### config.mk
export PLATFORM = sky130hd
export DESIGN_NAME = cl_video_pattern_gen
export DESIGN_NICKNAME = d
export VERILOG_FILES = /design/src/rtl/cl_video_pattern_gen.sv
export SDC_FILE = /design/constraint.sdc
export NUM_CORES = 1
export LEC_CHECK = 0
export CAP_MARGIN = 10
export CORE_MARGIN = 3
export CORE_UTILIZATION = 40
export CTS_CLUSTER_SIZE = 24
export DETAILED_ROUTE_END_ITERATION = 16
export PLACE_DENSITY_LB_ADDON = 0.05
export SYNTH_ARGS = -nofsm -noshare
export SYNTH_HDL_FRONTEND = slang
export SYNTH_SLANG_ARGS = --single-unit
### constraint.sdc
create_clock -name pixel_clk -period 11.6 [get_ports pixel_clk]
set_input_delay 3.48 -clock pixel_clk [delete_from_list [all_inputs] [get_ports pixel_clk]]
set_output_delay 3.48 -clock pixel_clk [all_outputs]
set_load 0.03 [all_outputs]
### src/rtl/cl_video_pattern_gen.sv
`default_nettype none
// +--------------------------------------------------------------------------+
// | cl_video_pattern_gen: multi-tap CameraLink test-pattern source with      |
// | LVAL/FVAL/DVAL framing and run-time geometry.   Revision: 1.0            |
// +--------------------------------------------------------------------------+
module cl_video_pattern_gen #(
  parameter int NUM_TAPS = 2,
  parameter int PIX_W    = 12,
  parameter int DIM_W    = 16,
  parameter int HB_W     = 8
) (
  input  logic                      pixel_clk,
  input  logic                      sys_rst,
  input  logic                      enable,
  input  logic                      single_shot,
  input  logic [1:0]                mode,
  input  logic [DIM_W-1:0]          img_width,
  input  logic [DIM_W-1:0]          img_height,
  input  logic [HB_W-1:0]           hblank,
  input  logic [DIM_W-1:0]          vblank,
  output logic [NUM_TAPS*PIX_W-1:0] tap_data,
  output logic                      lval,
  output logic                      fval,
  output logic                      dval,
  output logic [15:0]               frame_cnt,
  output logic                      busy,
  output logic                      cfg_err
);

  typedef enum logic [2:0] {
    S_IDLE   = 3'd0,
    S_FSETUP = 3'd1,
    S_LINE   = 3'd2,
    S_HBLANK = 3'd3,
    S_VBLANK = 3'd4
  } state_e;

  state_e                    state_q;
  logic [DIM_W-1:0]          width_q, height_q, vb_q, x_q, y_q, cnt_q;
  logic [HB_W-1:0]           hb_q;
  logic [1:0]                mode_q;
  logic                      ss_q, wait_low_q;
  logic [15:0]               fc_q, frame_cnt_q;
  logic [NUM_TAPS*PIX_W-1:0] tap_q;
  logic                      lval_q, fval_q, busy_q, cfg_err_q;

  logic             w_cfg_ok, w_last_beat, w_last_line, w_hb_done, w_vb_done, w_relatch;
  logic [DIM_W-1:0] w_hb_eff, w_vb_eff, w_x_next;

  function automatic logic [NUM_TAPS*PIX_W-1:0] pix_beat(
    input logic [DIM_W-1:0] xb,
    input logic [DIM_W-1:0] y,
    input logic [1:0]       m,
    input logic [15:0]      fc
  );
    logic [NUM_TAPS*PIX_W-1:0] r;
    logic [DIM_W-1:0]          x;
    r = '0;
    for (int t = 0; t < NUM_TAPS; t++) begin
      x = xb + DIM_W'(t);
      case (m)
        2'd0:    r[t*PIX_W +: PIX_W] = PIX_W'(x);
        2'd1:    r[t*PIX_W +: PIX_W] = PIX_W'(y);
        2'd2:    r[t*PIX_W +: PIX_W] = (x[3] ^ y[3]) ? {PIX_W{1'b1}} : '0;
        default: r[t*PIX_W +: PIX_W] = PIX_W'(x + y + DIM_W'(fc));
      endcase
    end
    return r;
  endfunction

  assign w_cfg_ok    = (img_width != '0) && ((img_width % DIM_W'(NUM_TAPS)) == '0)
                       && (img_height != '0);
  assign w_x_next    = x_q + DIM_W'(NUM_TAPS);
  assign w_last_beat = (w_x_next == width_q);
  assign w_last_line = (y_q == height_q - DIM_W'(1));
  assign w_hb_eff    = (hb_q == '0) ? DIM_W'(1) : DIM_W'(hb_q);
  assign w_vb_eff    = (vb_q == '0) ? DIM_W'(1) : vb_q;
  assign w_hb_done   = (cnt_q >= w_hb_eff);
  assign w_vb_done   = (cnt_q >= w_vb_eff);
  // Latch points: a fresh start from IDLE, or the end of VBLANK in continuous mode.
  assign w_relatch   = enable && (((state_q == S_IDLE) && !wait_low_q) ||
                                  ((state_q == S_VBLANK) && w_vb_done && !ss_q));

  always_ff @(posedge pixel_clk or posedge sys_rst) begin
    if (sys_rst) begin
      state_q     <= S_IDLE;
      width_q     <= '0;
      height_q    <= '0;
      vb_q        <= '0;
      hb_q        <= '0;
      mode_q      <= '0;
      ss_q        <= 1'b0;
      wait_low_q  <= 1'b0;
      x_q         <= '0;
      y_q         <= '0;
      cnt_q       <= '0;
      fc_q        <= '0;
      frame_cnt_q <= '0;
      tap_q       <= '0;
      lval_q      <= 1'b0;
      fval_q      <= 1'b0;
      busy_q      <= 1'b0;
      cfg_err_q   <= 1'b0;
    end else begin
      case (state_q)
        S_IDLE: begin
          lval_q <= 1'b0;
          fval_q <= 1'b0;
          tap_q  <= '0;
          busy_q <= 1'b0;
          if (!enable) begin
            cfg_err_q  <= 1'b0;
            wait_low_q <= 1'b0;
          end
        end
        S_FSETUP: begin
          state_q <= S_LINE;
          lval_q  <= 1'b1;
          tap_q   <= pix_beat('0, y_q, mode_q, fc_q);
        end
        S_LINE: begin
          if (!w_last_beat) begin
            x_q   <= w_x_next;
            tap_q <= pix_beat(w_x_next, y_q, mode_q, fc_q);
          end else begin
            lval_q <= 1'b0;
            tap_q  <= '0;
            cnt_q  <= DIM_W'(1);
            if (w_last_line) begin
              state_q     <= S_VBLANK;
              fval_q      <= 1'b0;
              frame_cnt_q <= frame_cnt_q + 16'd1;
            end else begin
              state_q <= S_HBLANK;
              y_q     <= y_q + DIM_W'(1);
            end
          end
        end
        S_HBLANK: begin
          if (w_hb_done) begin
            state_q <= S_LINE;
            lval_q  <= 1'b1;
            x_q     <= '0;
            tap_q   <= pix_beat('0, y_q, mode_q, fc_q);
          end else begin
            cnt_q <= cnt_q + DIM_W'(1);
          end
        end
        S_VBLANK: begin
          if (w_vb_done) begin
            state_q    <= S_IDLE;
            busy_q     <= 1'b0;
            wait_low_q <= ss_q;
          end else begin
            cnt_q <= cnt_q + DIM_W'(1);
          end
        end
        default: state_q <= S_IDLE;
      endcase

      // Overrides the per-state defaults above when a new frame is requested.
      if (w_relatch) begin
        width_q  <= img_width;
        height_q <= img_height;
        hb_q     <= hblank;
        vb_q     <= vblank;
        mode_q   <= mode;
        ss_q     <= single_shot;
        if (w_cfg_ok) begin
          state_q    <= S_FSETUP;
          fval_q     <= 1'b1;
          busy_q     <= 1'b1;
          wait_low_q <= 1'b0;
          x_q        <= '0;
          y_q        <= '0;
          fc_q       <= frame_cnt_q;
        end else begin
          state_q    <= S_IDLE;
          busy_q     <= 1'b0;
          cfg_err_q  <= 1'b1;
          wait_low_q <= 1'b1;
        end
      end
    end
  end

  assign tap_data  = tap_q;
  assign lval      = lval_q;
  assign dval      = lval_q;
  assign fval      = fval_q;
  assign frame_cnt = frame_cnt_q;
  assign busy      = busy_q;
  assign cfg_err   = cfg_err_q;

endmodule
`default_nettype wire

; ---- Word level (Yosys, flattened, before mapping)
; Cells that the tools add are included.
[totals]
register_bits = 167
input_bits = 62
out_inout_bits = 45
word_cells = 132
[classes]
n_lt_le_gt_ge = 2
eq_ne = 17
n_bitwise = 2
addsub = 12
reduce_logical = 27
muxes = 54
[ops]
columns = operator, count
row1 = two-way mux 16 bit, 13
row2 = one-hot mux 12 bit (3 select lines), 4
row3 = one-hot mux 24 bit (4 select lines), 1
row4 = adder 12 bit, 6
row5 = two-way mux 24 bit, 2
row6 = one-hot mux 16 bit (3 select lines), 1
row7 = two-way mux 12 bit, 3
row8 = adder 16 x 1 -> 16 bit (second input constant), 2
row9 = == test 16 bit, 2
row10 = zero test 16 bit, 2
row11 = one-hot mux 16 bit (2 select lines), 1
row12 = nonzero test 16 bit, 2
row13 = two-way mux 1 bit, 18
row14 = adder 1 x 16 -> 16 bit (first input constant), 1
row15 = adder 16 x 2 -> 16 bit (second input constant), 1
row16 = >= comparator 16 bit, 1
row17 = >= comparator 16 x 8 -> 1 bit, 1
row18 = subtractor 16 x 1 -> 16 bit (second input constant), 1
row19 = two-way mux 3 bit, 5
row20 = one-hot mux 3 bit (5 select lines), 1
row21 = adder 12 x 1 -> 12 bit (second input constant), 1
row22 = inequality test 3 bit (second input constant), 4
row23 = inequality test 2 bit (second input constant), 5
row24 = AND reduction 3 bit, 3
row25 = other kinds (19), 33

; ---- Depth between registers and ports, before layout
[depth]
depth_word = 9
ltp_mapped = 17
depth_no_buf = 16

; ---- Worst setup path after synthesis
; Ideal clock, no wire load.
[synth_path]
path_type = input to register
from = input port img_height[2]
to = register y_q[15]
path_buffers = 2
slack_ns = 6.527
arrival_ns = 4.941
cell_stages = 7
setup_time_ns = 0.132
required_ns = 11.468
cell_sequence = nor4_1 > a41oi_1 > nand2_1 > nor2_1 > clkbuf_1 > clkbuf_1 > nor2_1
[synth_via]
elab_chain_cells = 4
[synth_rtl]
columns = element, line_no
row1 = "start, declared", 18  ; input logic [DIM_W-1:0] img_height,
row2 = nonzero test 16 bit, 72  ; && (img_height != '0);
row3 = logical AND 1 bit, 72
row4 = two-way mux 16 bit, 169  ; if (w_cfg_ok) begin
row5 = two-way mux 16 bit, 162  ; if (w_relatch) begin
row6 = "end signal, assigned", 135  ; y_q <= y_q + DIM_W'(1);
row7 = "end, declared", 39  ; logic [DIM_W-1:0] width_q, height_q, vb_q, x_q, y_q, cnt_q;
; No other way between the ends.
; A chain may end at the register's enable or synchronous reset.

; ---- Worst setup path in the final report
[layout_path]
from = input port enable
to = register fc_q[2]
[layout_via]
elab_chain_cells = 2
[layout_rtl]
columns = element, line_no
row1 = "start, declared", 14  ; input logic enable,
row2 = logical AND 1 bit, 81  ; assign w_relatch = enable && (((state_q == S_IDLE) && !wait_low_q) ||
row3 = AND reduction 2 bit (no line), --
row4 = "end signal, assigned", 176  ; fc_q <= frame_cnt_q;
row5 = "end, declared", 43  ; logic [15:0] fc_q, frame_cnt_q;
; No other way between the ends.

==> impl_metrics.env <==
export IMPL_cp_start_kind="input port"
export IMPL_clock_path_buffers=2
export IMPL_dr_pass1_iters=6
export IMPL_period_share_pct=51.81
export IMPL_crit_type="in -> reg"
export IMPL_n_fill_cell=3129
export IMPL_insertion_delay_ps=450
export IMPL_numCtsBuffers=17
export IMPL_utilization_pct=46.84
export IMPL_via_per_inst=5.706
export IMPL_grt_pass1_wl_mm=59.31
export IMPL_postRouteAntennaNets=0
export IMPL_hold_viol=0
export IMPL_leakage_nw=6.425
export IMPL_drt_iter0_markers=939
export IMPL_power_frac_comb_pct=57.4
export IMPL_gp_congestion=0.9150
export IMPL_rsz0062_at_grt="no"
export IMPL_diodes=0
export IMPL_slew_violations=0
export IMPL_clkTransAtPathRegs_ps=70
export IMPL_cp_end_kind="flip-flop"
export IMPL_grtUsageTotal_pct=22.21
export IMPL_yosysMostFrequentCell="dfrtp_1"
export IMPL_numPortBuffers=106
export IMPL_final_nets=1649
export IMPL_grt_max_degree=95
export IMPL_drive_gt1_share_pct=9.394
export IMPL_antenna_found_initial=0
export IMPL_synth_cell_type_count=76
export IMPL_worstPathArrival_ps=6340
export IMPL_cts_resized=0
export IMPL_area_growth_pct=14.77
export IMPL_core_area_sq_mm=0.03172
export IMPL_syn_nets=1593
export IMPL_io_pin_count=107
export IMPL_status="completed"
export IMPL_initial_core_util_pct=40.81
export IMPL_syn_area_sq_mm=0.01294
export IMPL_grt_ovfl_total=0
export IMPL_htreeDepth=4
export IMPL_ys_flop_type="dfrtp_1"
export IMPL_wl_per_cell_um=19.86
export IMPL_clock_sinks=167
export IMPL_tightestPinTransition_ps=1079
export IMPL_synth_seq_area_share_pct=32.29
export IMPL_syn_inst=1432
export IMPL_synth_top_area_cell="dfrtp_1"
export IMPL_swShare_pct=48.07
export IMPL_ys_warn_count=0
export IMPL_drt_wl_total_mm=37.79
export IMPL_post_route_min_period_ps=6010
export IMPL_pwr_share_seq_pct=27.7
export IMPL_min_path_type="reg -> reg"
export IMPL_skew_ps=11.63
export IMPL_p_per_area_mw_per_mm2=274.4
export IMPL_setup_violations_final=0
export IMPL_cts_tree="yes"
export IMPL_max_freq_mhz=166.4
export IMPL_drc=0
export IMPL_drv_cap=0
export IMPL_ir_worst_vdd_mv=0.1475
export IMPL_synth_avg_cell_area_sq_um=9.039
export IMPL_die_w_um=185.9
export IMPL_crit_fanout=63
export IMPL_synth_seq_cells=167
export IMPL_pwr_share_clk_pct=14.9
export IMPL_relSlewSlack_pct=27.37
export IMPL_switchingPower_w=0.001960
export IMPL_post_cts_buffers=0
export IMPL_vias=10860
export IMPL_synth_enable_flop_cells=0
export IMPL_synth_area_top_cells="dfrtp_1, ha_1, xnor2_1"
export IMPL_place_hpwl_mm=28.22
export IMPL_grt_pass1_vias=10190
export IMPL_cts_hold_buf=0
export IMPL_crit_required_ps=11930
export IMPL_async_flop_share_pct=100.0
export IMPL_cts_root_buf="clkbuf_16"
export IMPL_die_y_um=185.9
export IMPL_setup_tns_ps=0
export IMPL_rows=65
export IMPL_synthTopCellsByCount="dfrtp_1, inv_1, xnor2_1, a21oi_1, o21ai_0"
export IMPL_synth_top_area_share_pct=32.29
export IMPL_p_int_w=0.002117
export IMPL_dieArea_sq_mm=0.03455
==> sequential cells by signal (all words and copies together) (netlist names) <==
name and count:
state_q 3, busy 1, hb_q 8, vb_q 16, ss_q 1, tap_data 24, fc_q 12, cfg_err 1
dval 1, x_q 16, wait_low_q 1, cnt_q 16, mode_q 2, height_q 16, fval 1, width_q 16
y_q 16, frame_cnt 16
==> layout by cell type, fill, tap and decap left out, drive strengths merged, types with 6 or more instances in the layout <==
master	count
and4	6
clkbuf	21
inv	110
a2111oi	7
mux2i	6
o21ai	88
o21bai	6
or4	8
a311oi	11
ha	73
nor4	28
or2	8
nor3	31
nor2	86
a21oi	98
a211o	8
a211oi	18
nand2	81
fa	26
xnor2	100
xor2	37
nand2b	13
nand3	50
o21a	6
o22ai	6
or3	13
nor2b	12
and3	19
nand4	25
a21o	21
clkinv	7
dfrtp	167
clkdlybuf4s50	106
o211ai	18
mux2	73
a31oi	26
buf	8
==> path summary, 6_finish.rpt <==
kind                                from            end  slack, ps  cells past startpoint
min                        frame_cnt[15]  frame_cnt[15]        480                      1
max reg2reg                       x_q[1]   tap_data[20]       6730                     14
max in group asynchronous        sys_rst   tap_data[15]       6580                      3
max                               enable        fc_q[2]       5590                      5
min in group asynchronous        sys_rst   frame_cnt[9]       3540                      2
min reg2reg                frame_cnt[15]  frame_cnt[15]        480                      1
==> power by group through the flow <==
stage               combinational [W]  sequential (W)  clock (W)
global placement              0.00231         0.00113          0
CTS                           0.00232         0.00113   0.000624
detailed placement            0.00231         0.00114          0
finish                        0.00234         0.00113   0.000608
global route                  0.00260         0.00117   0.000650
floorplan                     0.00173         0.00104          0
==> per-stage QoR <==
step	cell area, sq um	hold WS, ps	setup slack [ps]	std cells	total power [W]
3_3_place_gp	14240	463.8	5145	1871	0.003438
5_1_grt	14860	489.9	5392	1903	0.004420
3_5_place_dp	14240	462.4	5080	1871	0.003449
2_1_floorplan	12940	471.1	3602	1432	0.002779
4_1_cts	14860	475.8	5553	1903	0.004075
6_report	14860	475.8	5590	1903	0.004077
==> per-layer routing <==
metal / GRT usage (%) / part of all wire [%]
met1: 33.13 / 49
met2: 33.18 / 44
met3: 3.146 / 4.7
met4: 7.090 / 2.6
met5: 0 / 0
==> cell type report <==
type / count / area (sq um) / share of cell area [%]
clock buffer: 21 / 480.5 / 3.234
multi-input combinational: 1079 / 8023 / 54.00
tap: 402 / 503.0 / 3.386
sequential: 167 / 4179 / 28.13
inverter: 109 / 414.1 / 2.788
timing repair buffer: 114 / 1121 / 7.547
clock inverter: 11 / 135.1 / 0.9096
==> worst max-delay path, cell delays in order <==
cell and delay (ps):
clkdlybuf4s50_1 540, nand3_4 710, nor2_4 760, buf_4 450, mux2_2 380
==> cell families (layout without fill, tap and decap cells) <==
logic type	count (synthesis)	after routing	synth area share [%]
compound gates	355	355	17.45
xor+xnor	141	141	9.976
fa+ha+maj	99	99	11.08
buf+inv	186	255	5.983
flops	167	167	32.29
mux	79	79	6.815
simple gates	405	405	16.41
(Power assumes the default switching activity.)
